==> config.mk <==
export PLATFORM = sky130hd
export DESIGN_NAME = clk_div_monitor
export DESIGN_NICKNAME = d
export VERILOG_FILES = /design/src/rtl/clk_div_mon_pkg.sv /design/src/rtl/div_edge_det.sv /design/src/rtl/clk_div_monitor.sv
export SDC_FILE = /design/constraint.sdc
export NUM_CORES = 1
export LEC_CHECK = 0
export BUFFER_PORTS_ARGS = -buffer_cell sky130_fd_sc_hd__buf_2
export CAP_MARGIN = 0
export CORE_MARGIN = 5
export CORE_UTILIZATION = 57
export CTS_BUF_LIST = sky130_fd_sc_hd__clkbuf_8
export CTS_CLUSTER_SIZE = 28
export DETAILED_ROUTE_END_ITERATION = 10
export GPL_ROUTABILITY_DRIVEN = 0
export PLACE_DENSITY = 0.83
export REMOVE_ABC_BUFFERS = 1
export SLEW_MARGIN = 10
export SYNTH_ARGS = -nofsm -noshare
export SYNTH_HDL_FRONTEND = slang
export SYNTH_SLANG_ARGS = --single-unit
==> constraint.sdc <==
create_clock -name clk_in -period 2.6 [get_ports clk_in]
set_input_delay 0.39 -clock clk_in [delete_from_list [all_inputs] [get_ports clk_in]]
set_output_delay 0.39 -clock clk_in [all_outputs]
set_load 0.005 [all_outputs]
==> src/rtl/clk_div_mon_pkg.sv <==
// Shared types and defaults for the divided-clock monitor.
// Holds the FSM state encoding and the default counter and rollover widths.
package clk_div_mon_pkg;

  localparam int DEF_CNT_W       = 8;
  localparam int DEF_LOCK_CYCLES = 4;
  localparam int ROLL_W          = 32;

  typedef enum logic [1:0] {
    ST_IDLE = 2'd0,
    ST_ARM  = 2'd1,
    ST_MEAS = 2'd2
  } mon_state_e;

endpackage

==> src/rtl/div_edge_det.sv <==
// Registers a clk-synchronous level and reports its rising/falling edges.
// The edge outputs are combinational, valid in the cycle before the registered copy updates.
module div_edge_det (
  input  logic clk,
  input  logic rst,
  input  logic din,
  output logic rise,
  output logic fall
);

  logic din_q;

  always_ff @(posedge clk or negedge rst) begin
    if (!rst) din_q <= 1'b0;
    else      din_q <= din;
  end

  assign rise = din & ~din_q;
  assign fall = ~din & din_q;

endmodule

==> src/rtl/clk_div_monitor.sv <==
// Measures period and high time of one divided clock in clk_in cycles and checks them
// against expected values, reporting per-period errors, lock, timeout and a rise count.
module clk_div_monitor
  import clk_div_mon_pkg::*;
#(
  parameter int CNT_W       = DEF_CNT_W,
  parameter int LOCK_CYCLES = DEF_LOCK_CYCLES
) (
  input  logic              clk_in,
  input  logic              rst,
  input  logic              en,
  input  logic              div_in,
  input  logic [CNT_W-1:0]  exp_period,
  input  logic [CNT_W-1:0]  exp_high,
  output logic [CNT_W-1:0]  period_meas,
  output logic [CNT_W-1:0]  high_meas,
  output logic              meas_valid,
  output logic              period_err,
  output logic              duty_err,
  output logic              err_sticky,
  output logic              locked,
  output logic              timeout,
  output logic [ROLL_W-1:0] rise_count,
  output mon_state_e        state_dbg
);

  localparam logic [CNT_W-1:0] CNT_MAX  = '1;
  localparam logic [3:0]       LOCK_MAX = 4'(LOCK_CYCLES);

  function automatic logic [CNT_W-1:0] sat_inc(input logic [CNT_W-1:0] v);
    return (v == CNT_MAX) ? v : v + 1'b1;
  endfunction

  mon_state_e       state_q, state_d;
  logic [CNT_W-1:0] cnt, hcnt;
  logic [3:0]       good;
  logic             rise, fall;
  logic             meas_done, meas_bad, timeout_hit, fall_cap;

  div_edge_det u_edge (
    .clk  (clk_in),
    .rst  (rst),
    .din  (div_in),
    .rise (rise),
    .fall (fall)
  );

  // en low wins over any same-cycle edge; a rise in MEAS closes a period.
  always_comb begin
    state_d     = state_q;
    meas_done   = 1'b0;
    timeout_hit = 1'b0;
    if (!en) begin
      state_d = ST_IDLE;
    end else begin
      case (state_q)
        ST_IDLE: state_d = ST_ARM;
        ST_ARM: begin
          if (rise) state_d = ST_MEAS;
          else if (cnt == CNT_MAX) timeout_hit = 1'b1;
        end
        ST_MEAS: begin
          if (rise) begin
            meas_done = 1'b1;
          end else if (cnt == CNT_MAX) begin
            timeout_hit = 1'b1;
            state_d     = ST_ARM;
          end
        end
        default: state_d = ST_IDLE;
      endcase
    end
  end

  assign meas_bad  = meas_done && ((cnt != exp_period) || (high_meas != exp_high));
  assign fall_cap  = en && (state_q == ST_MEAS) && fall;
  assign locked    = (good == LOCK_MAX);
  assign state_dbg = state_q;

  always_ff @(posedge clk_in or negedge rst) begin
    if (!rst) state_q <= ST_IDLE;
    else      state_q <= state_d;
  end

  // meas_valid is a single-cycle strobe with no back-pressure: period_meas, high_meas,
  // period_err and duty_err are meaningful in exactly the cycle it is high.
  always_ff @(posedge clk_in or negedge rst) begin
    if (!rst) begin
      meas_valid  <= 1'b0;
      period_err  <= 1'b0;
      duty_err    <= 1'b0;
      timeout     <= 1'b0;
      period_meas <= '0;
      high_meas   <= '0;
    end else begin
      meas_valid <= meas_done;
      period_err <= meas_done && (cnt != exp_period);
      duty_err   <= meas_done && (high_meas != exp_high);
      timeout    <= timeout_hit;
      if (meas_done) period_meas <= cnt;
      if (fall_cap)  high_meas   <= hcnt;
    end
  end

  always_ff @(posedge clk_in or negedge rst) begin
    if (!rst) begin
      cnt  <= '0;
      hcnt <= '0;
    end else if (!en || state_q == ST_IDLE) begin
      cnt  <= '0;
      hcnt <= '0;
    end else if (rise) begin
      cnt  <= CNT_W'(1);
      hcnt <= CNT_W'(1);
    end else if (timeout_hit) begin
      cnt <= '0;
    end else begin
      cnt <= sat_inc(cnt);
      if (state_q == ST_MEAS && div_in) hcnt <= sat_inc(hcnt);
    end
  end

  always_ff @(posedge clk_in or negedge rst) begin
    if (!rst) begin
      good       <= '0;
      err_sticky <= 1'b0;
      rise_count <= '0;
    end else begin
      if (state_d == ST_IDLE || timeout_hit || meas_bad) good <= '0;
      else if (meas_done && good != LOCK_MAX)             good <= good + 4'd1;

      if (state_d == ST_IDLE)           err_sticky <= 1'b0;
      else if (timeout_hit || meas_bad) err_sticky <= 1'b1;

      if (en && rise && state_q != ST_IDLE) rise_count <= rise_count + 1'b1;
    end
  end

endmodule

**Yosys cells after proc, flatten, opt, wreduce, memory -nomap -nowiden**

Cells that the tools add are included.

- Equality and inequality tests: 11
- Mux-type cells: 25
- Bitwise logic cells: 4
- Add/subtract/negate cells: 4
- Reductions and logical operators: 23

Operators by type and width:

| operator | number |
|---|---|
| two-way mux 8 bit | 9 |
| adder 32 x 1 -> 32 bit, second input constant | 1 |
| adder 8 x 1 -> 8 bit, second input constant | 2 |
| equality test 8 bit, second input constant | 2 |
| != test 8 bit | 2 |
| logical AND 1 bit | 9 |
| two-way mux 1 bit | 9 |
| two-way mux 2 bit | 4 |
| two-way mux 4 bit | 2 |
| != test 4 x 3 -> 1 bit, second input constant | 2 |
| case mux 2 bit (3 select lines) | 1 |
| nonzero test 2 bit | 3 |
| logical OR 1 bit | 5 |
| adder 4 x 1 -> 4 bit, second input constant | 1 |
| equality test 4 x 3 -> 1 bit, second input constant | 1 |
| logical NOT 2 bit | 2 |
| != test 3 x 2 -> 1 bit, second input constant | 1 |
| != test 3 bit, second input constant | 1 |
| AND reduction 3 bit | 1 |
| nonzero test 3 bit | 1 |
| AND 1 bit | 2 |
| equality test 2 x 1 -> 1 bit, second input constant | 1 |
| equality test 2 bit, second input constant | 1 |
| inverter 1 bit | 2 |
| 2 further kinds | 2 |

- Flip-flop bits (word level): 76
- Output and inout bits: 56

**Logic depth before layout (Yosys ltp)**

- Depth after elaboration: 9
- Gate-level depth with buffers: 8
- Depth with buffers taken out: 7

**Hierarchy**

From an unflattened synthesis, not the netlist that was laid out.

- Cells, all modules: 368
- Area, all modules: 3772.4 µm²

Modules (own cells, without submodules):

| module | area an instance (µm²) | instances | cells each |
|---|---|---|---|
| clk_div_monitor | 3732.3 | 1 | 365 |
| div_edge_det | 40.0 | 1 | 3 |

**Worst setup path before layout**

No wires, ideal clock.

- Path type: reg2reg
- Start point: register state_q[0], in the netlist state_dbg[0]
- End point: register cnt[7]
- Setup slack: 0.724 ns
- Stages on the path, launching flop included: 8
- Data arrival time: 1.752 ns
- Cells stage by stage: dfrtp_1 inv_1 ha_1 clkbuf_1 inv_1 a2111oi_0 xnor2_1 nor2_1

- Word-level cells in the longest chain between the ends: 7

Ends and longest elaborated chain:

| what | RTL line | RTL |
|---|---|---|
| start: declaration | clk_div_monitor.sv:34 | `mon_state_e state_q, state_d;` |
| start signal: assignment | clk_div_monitor.sv:82 | `else state_q <= state_d;` |
| equality test 2 bit or equality test 2 x 1 -> 1 bit (tied branches) | clk_div_monitor.sv:56 | `case (state_q)` |
| OR reduction 2 bit (no source line) | -- |  |
| two-way mux 1 bit | -- |  |
| two-way mux 1 bit | clk_div_monitor.sv:53 | `if (!en) begin` |
| two-way mux 8 bit | clk_div_monitor.sv:115 | `end else if (timeout_hit) begin` |
| two-way mux 8 bit | clk_div_monitor.sv:112 | `end else if (rise) begin` |
| two-way mux 8 bit | clk_div_monitor.sv:109 | `end else if (!en \|\| state_q == ST_IDLE) begin` |
| end signal: assignment | clk_div_monitor.sv:118 | `cnt <= sat_inc(cnt);` |
| end: declaration | clk_div_monitor.sv:35 | `logic [CNT_W-1:0] cnt, hcnt;` |

Several ways; a longest one is shown, not always the timed one.
A chain may end at the register's enable or synchronous reset.

**Worst setup path in the final report**

- Start point: register state_q[0], in the netlist state_dbg[0]
- End point: register rise_count[16]

- Word-level cells in the longest chain between the ends: 2

Ends and longest elaborated chain:

| what | RTL line | RTL |
|---|---|---|
| nonzero test 2 bit | clk_div_monitor.sv:135 | `if (en && rise && state_q != ST_IDLE) rise_count <= rise_count + 1'b1;` |
| logical AND 1 bit | clk_div_monitor.sv:135 |  |
| end signal: assignment | clk_div_monitor.sv:135 |  |
| end: declaration | clk_div_monitor.sv:23 | `output logic [ROLL_W-1:0] rise_count,` |

No other way between the ends.

==> results.json <==
{
  "worst-path-max-fanout": 9,
  "first_global_vias": 2769,
  "cts_tree": "built",
  "rows": 29,
  "syn_area_per_cell_um2": 10.9,
  "worst_slew_pin_slew_ns": 0.576,
  "grt.overflow.total": 0,
  "cts_root_buf": "clkbuf_8",
  "fin_total_pwr_mw": 2.54,
  "pwr-share-comb": 0.067,
  "ys_seq_area_frac": 0.515,
  "design_area_um2": 4410,
  "synth_ff_type": "dfrtp_1",
  "synth.distinct_cells": 47,
  "min_period_ns": 2.17,
  "path_clk_slew_ns": 0.08,
  "clock_path_buffers": 2,
  "cap_viol_max_count": 0,
  "detailed_place_hpwl_mm": 5.75,
  "hold_buffers": 0,
  "syn_to_final_growth_pct": 19.3,
  "pin_count": 76,
  "synth_area_leaders": "dfrtp_1, xor2_1, xnor2_1",
  "worstHoldPathType": "in2async",
  "die-area_um2": 8190,
  "p_clk_frac": 0.434,
  "grt_pass1_wl_mm": 13.4,
  "seqCellArea_um2": 1900,
  "yosys_warnings": 0,
  "startpoint_type": "flop",
  "cp-end-kind": "flop",
  "final_util": 0.698,
  "hold_ws_ns": 0.0131,
  "async_flop_share": 1.00,
  "fin_skew_ns": 0.00745,
  "core_um2": 6310,
  "grt_max_degree": 32,
  "dr.pass1.iters": 4,
  "synth_top_area_share": 0.515,
  "grt_use_total": 0.198,
  "diodes": 0,
  "finalSetupViolCount": 0,
  "ctsResizeCount": 0,
  "power.density_nw_per_um2": 575,
  "numClockSinks": 76,
  "synth_common_cells": "dfrtp_1, nand2_1, xor2_1, xnor2_1, nor2_1",
  "synth_area_um2": 3690,
  "fill_cells": 484,
  "rsz0062_at_grt": "false",
  "power.switching_mw": 0.586,
  "relSlewSlack": 0.606,
  "route.detailed.drc": 0,
  "drt-total-wl_mm": 7.67,
  "htreeDepth": 3,
  "power_frac_seq": 0.499,
  "placed_cell_area_um2": 4160,
  "yosysMostFrequentCell": "dfrtp_1",
  "synth_edf_count": 0,
  "ys_ff_latch": 76,
  "initial_core_util": 0.585,
  "ir_worst_vdd_mv": 0.402,
  "multi_input_area_um2": 1730,
  "post_cts_buffers": 0,
  "status": "finished clean",
  "drive_gt1_frac": 0.277,
  "synth_cells": 338,
  "period_share": 0.836,
  "cts_buffers": 9,
  "dieHeight_um": 90.5,
  "hold_violations": 0,
  "p_int_mw": 1.95,
  "slew_violations": 0,
  "synth_top_area_cell": "dfrtp_1",
  "dr.first_iter.drc_count": 81,
  "antenna_left": 0,
  "leakagePower_nw": 2.24,
  "port_buffers": 75,
  "wl_per_cell_um": 15.2,
  "vias_per_cell": 5.55,
  "antenna_found_initial": 0,
  "fmax_mhz": 460,
  "fin_tns_setup_ns": 0,
  "crit_required_ns": 2.84,
  "crit_type": "reg2reg",
  "die_w_um": 90.5,
  "swShare": 0.231,
  "vias": 2793,
  "nets": 450,
  "arrival_ns": 2.41,
  "clock_latency_ns": 0.35
}
==> layout make-up <==
type / instances / area share
sequential: 76 / 0.432
inverter: 9 / 0.00767
clock inverter: 6 / 0.0253
timing repair buffer: 78 / 0.0903
clock buffer: 10 / 0.0312
multi-input combinational: 247 / 0.392
tap: 77 / 0.0219
==> critical path, stage by stage, from the launching register on <==
cell      delay (ns)
dfrtp_1         0.43
inv_1           0.10
ha_1            0.23
and4bb_1        0.49
nand4_1         0.30
nor2_1          0.23
nand4_1         0.14
xnor2_1         0.15
==> layout by cell type (no fill, tap or decap), types with 8 or more instances in the layout <==
cell / count
a21oi_1: 9
buf_2: 75
clkbuf_8: 10
dfrtp_1: 76
ha_1: 9
inv_1: 8
mux2_2: 9
nand2_1: 41
nand3_1: 14
nand4_1: 16
nor2_1: 25
xnor2_1: 29
xor2_1: 30
==> sequential cells by signal, summed over array words and instances, names as in the netlist <==
name          cells
rise_count       32
period_err        1
cnt               8
period_meas       8
duty_err          1
high_meas         8
good              4
timeout           1
err_sticky        1
u_edge.din_q      1
meas_valid        1
hcnt              8
state_dbg         2
==> cell families after synthesis <==
group | count (synthesis) | synth area share
buffers and inverters | 15 | 0.0173
flip-flops | 76 | 0.515
multiplexers | 13 | 0.0383
adder cells (fa/ha/maj) | 9 | 0.0305
XOR/XNOR | 59 | 0.140
AO/OA/AOI/OAI | 26 | 0.0505
AND/OR/NAND/NOR | 140 | 0.208
==> power groups by stage <==
stage               logic, mW  clock network [mW]  registers [mW]
finish                  0.170                1.10            1.27
global route            0.194                1.17            1.27
CTS                     0.174                1.11            1.26
detailed placement      0.173                   0            1.29
global placement        0.164                   0            1.28
floorplan              0.0783                   0            1.28
==> routing by layer <==
metal / routed length (um) / up-vias / global-route usage
met5: 0 / - / 0
met4: 158 / 0 / 0.0744
met3: 431 / 18 / 0.0567
met2: 3820 / 84 / 0.323
met1: 3260 / 1344 / 0.250
li1: - / 1347 / -
==> path summary, 6_finish.rpt <==
kind                                 from              to  slack (ns)  cells past startpoint
setup / recovery             state_dbg[0]  rise_count[16]        0.43                      7
hold / removal                        rst  rise_count[19]        0.01                      1
setup reg to reg             state_dbg[0]  rise_count[16]        0.43                      7
hold reg to reg            rise_count[31]  rise_count[31]        0.47                      1
max in group asynchronous             rst         hcnt[5]        1.80                      2
min in group clk_in                div_in    u_edge.din_q        0.23                      1
==> stage by stage <==
stage | setup slack [ns] | std cells
6_report | 0.426 | 503
5_1_grt | 0.231 | 503
4_1_cts | 0.385 | 503
3_5_place_dp | 0.457 | 487
3_3_place_gp | 0.572 | 487
2_1_floorplan | 0.717 | 332
(Power assumes the default switching activity.)
